--- src/rtl/eth_pkg.sv ---
// Shared Ethernet definitions: line-code constants and the transmit framer state set.
package eth_pkg;

    localparam logic [7:0] PREAMBLE_BYTE = 8'h55;
    localparam logic [7:0] SFD_BYTE      = 8'hD5;

    typedef enum logic [1:0] {
        ST_IDLE,
        ST_PREAMBLE,
        ST_PAYLOAD,
        ST_IFG
    } eth_tx_state_e;

endpackage

--- src/rtl/preamble_sfd_inserter.sv ---
// Prepends an Ethernet preamble + SFD to each AXI-Stream payload frame and
// enforces a minimum inter-frame gap before the next frame may start.
module preamble_sfd_inserter
    import eth_pkg::*;
#(
    parameter int DATA_BYTES   = 1,
    parameter int PREAMBLE_LEN = 8,
    parameter int IFG_BYTES    = 12
) (
    input  logic                    aclk,
    input  logic                    aresetn,
    input  logic [8*DATA_BYTES-1:0] s_axis_tdata,
    input  logic [DATA_BYTES-1:0]   s_axis_tkeep,
    input  logic                    s_axis_tvalid,
    input  logic                    s_axis_tlast,
    input  logic                    s_axis_tuser,
    output logic                    s_axis_tready,
    output logic [8*DATA_BYTES-1:0] m_axis_tdata,
    output logic [DATA_BYTES-1:0]   m_axis_tkeep,
    output logic                    m_axis_tvalid,
    output logic                    m_axis_tlast,
    output logic                    m_axis_tuser,
    input  logic                    m_axis_tready,
    output logic                    busy,
    output logic [15:0]             frame_count
);

    localparam int NB         = PREAMBLE_LEN / DATA_BYTES;
    localparam int IFG_CYCLES = (IFG_BYTES + DATA_BYTES - 1) / DATA_BYTES;
    localparam int BEAT_W     = (NB > 1) ? $clog2(NB) : 1;
    localparam int IFG_W      = (IFG_CYCLES > 1) ? $clog2(IFG_CYCLES) : 1;

    localparam logic [BEAT_W-1:0] LAST_BEAT = BEAT_W'(NB - 1);
    localparam logic [IFG_W-1:0]  LAST_IFG  = IFG_W'((IFG_CYCLES > 0) ? IFG_CYCLES - 1 : 0);

    // Reject illegal configurations when the design is elaborated.
    if (!(DATA_BYTES == 1 || DATA_BYTES == 2 || DATA_BYTES == 4 || DATA_BYTES == 8)) begin : g_bad_data_bytes
        $error("preamble_sfd_inserter: DATA_BYTES must be 1, 2, 4 or 8");
    end
    if (PREAMBLE_LEN < DATA_BYTES || (PREAMBLE_LEN % DATA_BYTES) != 0) begin : g_bad_preamble_len
        $error("preamble_sfd_inserter: PREAMBLE_LEN must be a non-zero multiple of DATA_BYTES");
    end
    if (IFG_BYTES < 0) begin : g_bad_ifg
        $error("preamble_sfd_inserter: IFG_BYTES must not be negative");
    end

    // Every lane is 0x55, except the last lane of the final preamble beat carries the SFD.
    function automatic logic [8*DATA_BYTES-1:0] preamble_beat(input logic [BEAT_W-1:0] beat);
        logic [8*DATA_BYTES-1:0] d;
        for (int lane = 0; lane < DATA_BYTES; lane++) begin
            d[8*lane +: 8] = (beat == LAST_BEAT && lane == DATA_BYTES - 1) ? SFD_BYTE : PREAMBLE_BYTE;
        end
        return d;
    endfunction

    eth_tx_state_e           r_state;
    logic [BEAT_W-1:0]       r_beat;
    logic [IFG_W-1:0]        r_ifg;
    logic [15:0]             r_frame_count;
    logic [8*DATA_BYTES-1:0] r_tdata;
    logic [DATA_BYTES-1:0]   r_tkeep;
    logic                    r_tvalid;

    logic                    w_in_payload;
    logic                    w_last_hs;

    assign w_in_payload = (r_state == ST_PAYLOAD);
    assign w_last_hs    = s_axis_tvalid && m_axis_tready && s_axis_tlast;

    // Framer FSM: sequences preamble beats, tracks the payload, times the gap.
    // NOTE: state is updated with non-blocking assignments so every register samples pre-edge values.
    always_ff @(posedge aclk) begin
        if (!aresetn) begin
            r_state       <= ST_IDLE;
            r_beat        <= '0;
            r_ifg         <= '0;
            r_frame_count <= '0;
            r_tdata       <= '0;
            r_tkeep       <= '0;
            r_tvalid      <= 1'b0;
        end else begin
            unique case (r_state)
                ST_IDLE: begin
                    if (s_axis_tvalid) begin
                        r_state  <= ST_PREAMBLE;
                        r_beat   <= '0;
                        r_tvalid <= 1'b1;
                        r_tdata  <= preamble_beat('0);
                        r_tkeep  <= '1;
                    end
                end
                ST_PREAMBLE: begin
                    // r_tvalid is always high here, so ready alone marks the handshake.
                    if (m_axis_tready) begin
                        if (r_beat == LAST_BEAT) begin
                            r_state  <= ST_PAYLOAD;
                            r_beat   <= '0;
                            r_tvalid <= 1'b0;
                            r_tdata  <= '0;
                            r_tkeep  <= '0;
                        end else begin
                            r_beat  <= r_beat + 1'b1;
                            r_tdata <= preamble_beat(r_beat + 1'b1);
                        end
                    end
                end
                ST_PAYLOAD: begin
                    if (w_last_hs) begin
                        r_frame_count <= r_frame_count + 16'd1;
                        if (IFG_CYCLES == 0) begin
                            r_state <= ST_IDLE;
                        end else begin
                            r_state <= ST_IFG;
                            r_ifg   <= '0;
                        end
                    end
                end
                ST_IFG: begin
                    if (r_ifg == LAST_IFG) begin
                        r_state <= ST_IDLE;
                    end else begin
                        r_ifg <= r_ifg + 1'b1;
                    end
                end
                default: r_state <= ST_IDLE;
            endcase
        end
    end

    // NOTE: payload is a pure continuous-assign mux; nothing is held, so no latch can form.
    assign m_axis_tdata  = w_in_payload ? s_axis_tdata  : r_tdata;
    assign m_axis_tkeep  = w_in_payload ? s_axis_tkeep  : r_tkeep;
    assign m_axis_tvalid = w_in_payload ? s_axis_tvalid : r_tvalid;
    assign m_axis_tlast  = w_in_payload & s_axis_tlast;
    assign m_axis_tuser  = w_in_payload & s_axis_tuser;
    assign s_axis_tready = w_in_payload & m_axis_tready;

    assign busy        = (r_state != ST_IDLE);
    assign frame_count = r_frame_count;

endmodule

--- config.mk ---
export PLATFORM = sky130hd
export DESIGN_NAME = preamble_sfd_inserter
export DESIGN_NICKNAME = d
export VERILOG_FILES = /design/src/rtl/eth_pkg.sv /design/src/rtl/preamble_sfd_inserter.sv
export SDC_FILE = /design/constraint.sdc
export NUM_CORES = 1
export LEC_CHECK = 0
export ABC_CLOCK_PERIOD_IN_PS = 1900
export CORE_MARGIN = 10
export CORE_UTILIZATION = 47
export DETAILED_ROUTE_END_ITERATION = 16
export GPL_ROUTABILITY_DRIVEN = 1
export HOLD_SLACK_MARGIN = 0.03
export PLACE_DENSITY = 0.79
export SLEW_MARGIN = 20
export SYNTH_ARGS = -nofsm -noshare
export SYNTH_HDL_FRONTEND = slang
export SYNTH_SLANG_ARGS = --single-unit
--- constraint.sdc ---
create_clock -name aclk -period 1.9 [get_ports aclk]
set_clock_uncertainty 0.1 [all_clocks]
set_input_delay 0.19 -clock aclk [delete_from_list [all_inputs] [get_ports aclk]]
set_output_delay 0.19 -clock aclk [all_outputs]
set_load 0.02 [all_outputs]
==> flow_summary.toml <==
[timing]
clock.fmax_mhz = 534
max_slew_margin_pct = 78.6
final.min_clock_period_ns = 1.87
setup_violators_final = 0
timing_worst_slew_pin_value_ns = 0.319
post-route-period-util_pct = 98.6
finalHoldViolations = 0
timing.setup.tns_ns = 0
slew_viol_final = 0
rsz0062_at_grt = "true"

[drt]
number_of_drc_violations_after_detailed_routing = 0
antenna_left = 0
route.detailed.wl_per_inst_microns = 14.3
drt-vias-per-instance = 5.13
drt_iter0_markers = 108
routed-via-count = 1478
detail_route.first_pass.iterations = 4
detail_route.wirelength_mm = 4.13

[critical_path]
critical_path.n_buffers_inverters = 2
cp.arrival_ns = 2.05
ff2ff_setup_slack_ns = 0.03
critical-path-max-stage-delay_ns = 0.47
worst_r2r_path_depth = 7
path_max_fanout = 4
r2r_start = "r_state[1]"
worstSetupPathType = "reg2reg"
cpMaxStageDelayCell = "or4b_1"
worstSetupEndpointType = "flip-flop"
cpLargestDelayFamily = "simple AND/OR/NAND/NOR gates"
worstPathCellList = "buf_4, inv_1, ha_2, nor2b_2, a21o_1, or4b_1, a21oi_1"
cp.required_ns = 2.08
critical_register_to_register_path_endpoint = "r_beat[0]"
critical_path.startpoint_type = "flip-flop"

[outcome]
outcome = "finished, final reports clean"

[global_route]
largest_net_degree_at_the_start_of_global_routing = 16
grt_overflow = 0
grt_antenna_before_repair = 0
grt_pass1_vias = 1501
grt_pass1_wl_mm = 6.89
total_track_usage_pct = 13.5

[cells_and_area]
nNetsFinal = 270
filler_instances = 272
layout-drive-gt1-share_pct = 18.0
final_cell_count_no_fill = 288
area_of_the_multi_input_gates_sq_um = 967
antenna_cells_inserted = 0
utilization_pct = 70.1
sequential_cell_area_sq_um = 563
area_delta_synth_final_pct = 41.4

[yosys]
count_of_flip_flops_with_a_built_in_enable_after_synthesis = 0
synth_area_in_compound_gates_pct = 8.54
post_synth_fa_ha_maj_area_fraction_pct = 8.13
synth_simple_gate_area_share_pct = 32.8
synth_cells = 184
synth_fp_nets = 209
yosys.cell_types.count = 36
post_synth_mux_area_share_pct = 6.10
portion_of_the_post_synthesis_area_used_by_sequential_elements_pct = 36.4
synth_top_family_by_area = "simple AND/OR/NAND/NOR gates"
ys_seq_elements = 28
synth-main-ff-cell = "dfxtp_1"
synthesis.yosys.warnings = 0
fraction_of_synthesized_cell_area_in_xor_and_xnor_cells_pct = 5.12
post_synth.cell_area_avg_sq_um = 8.36
syn-cell-area_sq_um = 1540
postSynth.asyncResetShare_pct = 0

[clock_network]
worstSkewPairLatency_ns = 0.33
cts_hold_buf = 0
cts.htree.levels = 1
cts_tree = "built"
clk_path_buf_depth = 2
clkTransAtPathRegs_ns = 0.15
cts_buffers = 3
cts-root-buf = "clkbuf_4"
cts.sink_count = 28

[die]
die_width_microns = 77.2
dieHeight_microns = 77.2
io_pins = 45
initial_cell_density_of_the_core_pct = 49.6
design.core.area_sq_um = 3100
design.die.area_sq_um = 5960
floorplan.rows = 20

[power]
powerDensity_nw_per_um2 = 963
leakage_uw = 0.000913
worst_ir_drop_vdd_mv = 0.528

[worst_hold_path]
endpoint_with_the_worst_hold_slack = "r_tdata[7]"
hold-path-cell-count = 2
worst_hold_path_type = "reg2reg"
worst_hold_startpoint = "r_tdata[7]"

[placed_design]
place.detailed.hpwl_mm = 3.27
routabilityCongestion = 0.873
placement.io_buffers = 44
numPlacedInstances = 283

[run]
max_cap_check_violation_count = 0
[what timing repair did]
| item | in CTS | in global routing |
|---|---|---|
| setup endpoints to repair | 19 | 12 |
| pin swaps | 1 | 1 |
| gates resized for setup | 38 | 12 |
| endpoints found under the hold margin | 0 | 0 |
| setup buffers | 0 | 1 |
[synth_stat cells (2+ instances only)]
master / n / area share (%)
a21oi_1: 9 / 2.9
a221oi_1: 2 / 1.1
a22o_1: 2 / 1.1
and2_1: 7 / 2.8
and3_1: 2 / 0.81
and4_1: 3 / 1.7
clkbuf_1: 5 / 1.2
dfxtp_1: 28 / 36
ha_1: 10 / 8.1
inv_1: 6 / 1.5
mux2_2: 3 / 2.2
mux2i_1: 6 / 3.9
nand2_1: 35 / 8.5
nand2b_1: 9 / 3.7
nand3_1: 6 / 2.0
nand4_1: 5 / 2.0
nor2_1: 14 / 3.4
nor3_1: 3 / 0.98
nor4_2: 2 / 1.6
o21ai_0: 4 / 1.3
xnor2_1: 6 / 3.4
xor2_1: 3 / 1.7
[logic make-up after synthesis]
family                     count (synthesis)
buffers and inverters                     12
DFF                                       28
adders and majority gates                 10
and+or+nand+nor                           95
xor gates and xnor gates                   9
muxes                                      9
AOI/OAI and AO/OA                         21
[report_power, final]
group          switching, uW  internal [uW]
Combinational            616            488
Sequential              49.0            643
Clock                    182            117
[worst register-to-register path, cell delays in order (launching register included)]
cell and delay (ns):
dfxtp_2 0.38, buf_4 0.12, inv_1 0.07, ha_2 0.20, nor2b_2 0.18, a21o_1 0.18, or4b_1 0.47, a21oi_1 0.13
[area by class of cell]
type	count	share of cell area, %
sequential	28	25.9
multi-input combinational	144	44.5
clock buffer	4	1.67
timing repair buffer	61	24.3
tap	44	2.53
inverter	7	1.21
[layout by cell type (no fill, tap or decap), types with 2 or more instances in the layout]
cell	count
a21oi_1	9
a22o_1	2
and2_1	7
and3_1	2
and4_1	3
buf_2	7
buf_4	16
clkbuf_4	3
clkdlybuf4s50_1	30
dfxtp_1	26
dfxtp_2	2
dlygate4sd2_1	4
ha_1	7
ha_2	2
inv_1	6
mux2_2	3
mux2i_1	6
nand2_1	35
nand2b_1	8
nand3_1	6
nand4_1	5
nor2_1	14
nor3_1	3
nor4_2	2
o21ai_0	4
xnor2_1	6
xor2_1	3
[per-stage QoR]
stage               setup slack [ns]  power, uW  hold slack, ns  instance area (sq um)
floorplan                      0.153       1290           0.242                   1540
global placement             -0.0534       1760           0.350                   2140
detailed placement            -0.140       1810           0.366                   2140
CTS                          -0.0159       2080           0.397                   2200
global route                 -0.0664       2220           0.429                   2180
finish                        0.0266       2100           0.390                   2180
[routing by layer]
metal | vias to the layer above | GRT usage (%) | wire [microns]
met4 | 0 | 1.64 | 25
met1 | 693 | 14.4 | 1710
met3 | 5 | 3.26 | 157
li1 | 757 | - | -
met5 | - | 0 | 0
met2 | 23 | 26.2 | 2240
[sequential cells by signal (all words and copies together) (netlist names)]
name and cells:
r_tdata 2, r_ifg 4, r_beat 3, r_tvalid 1, r_state 2, frame_count 16
[worst max-delay path by stage]
stage / startpoint / end / slack (ns) / cells after the start
global placement: m_axis_tready / frame_count[15] / -0.05 / 5
CTS: r_state[1] / r_beat[0] / -0.02 / 7
detailed placement: r_state[0] / m_axis_tvalid / -0.14 / 6
global route: r_state[1] / r_beat[0] / -0.07 / 7
finish: r_state[1] / r_beat[0] / 0.03 / 7
floorplan: r_state[0] / r_beat[0] / 0.15 / 6
Note: power is estimated with default switching activity, not from simulation.
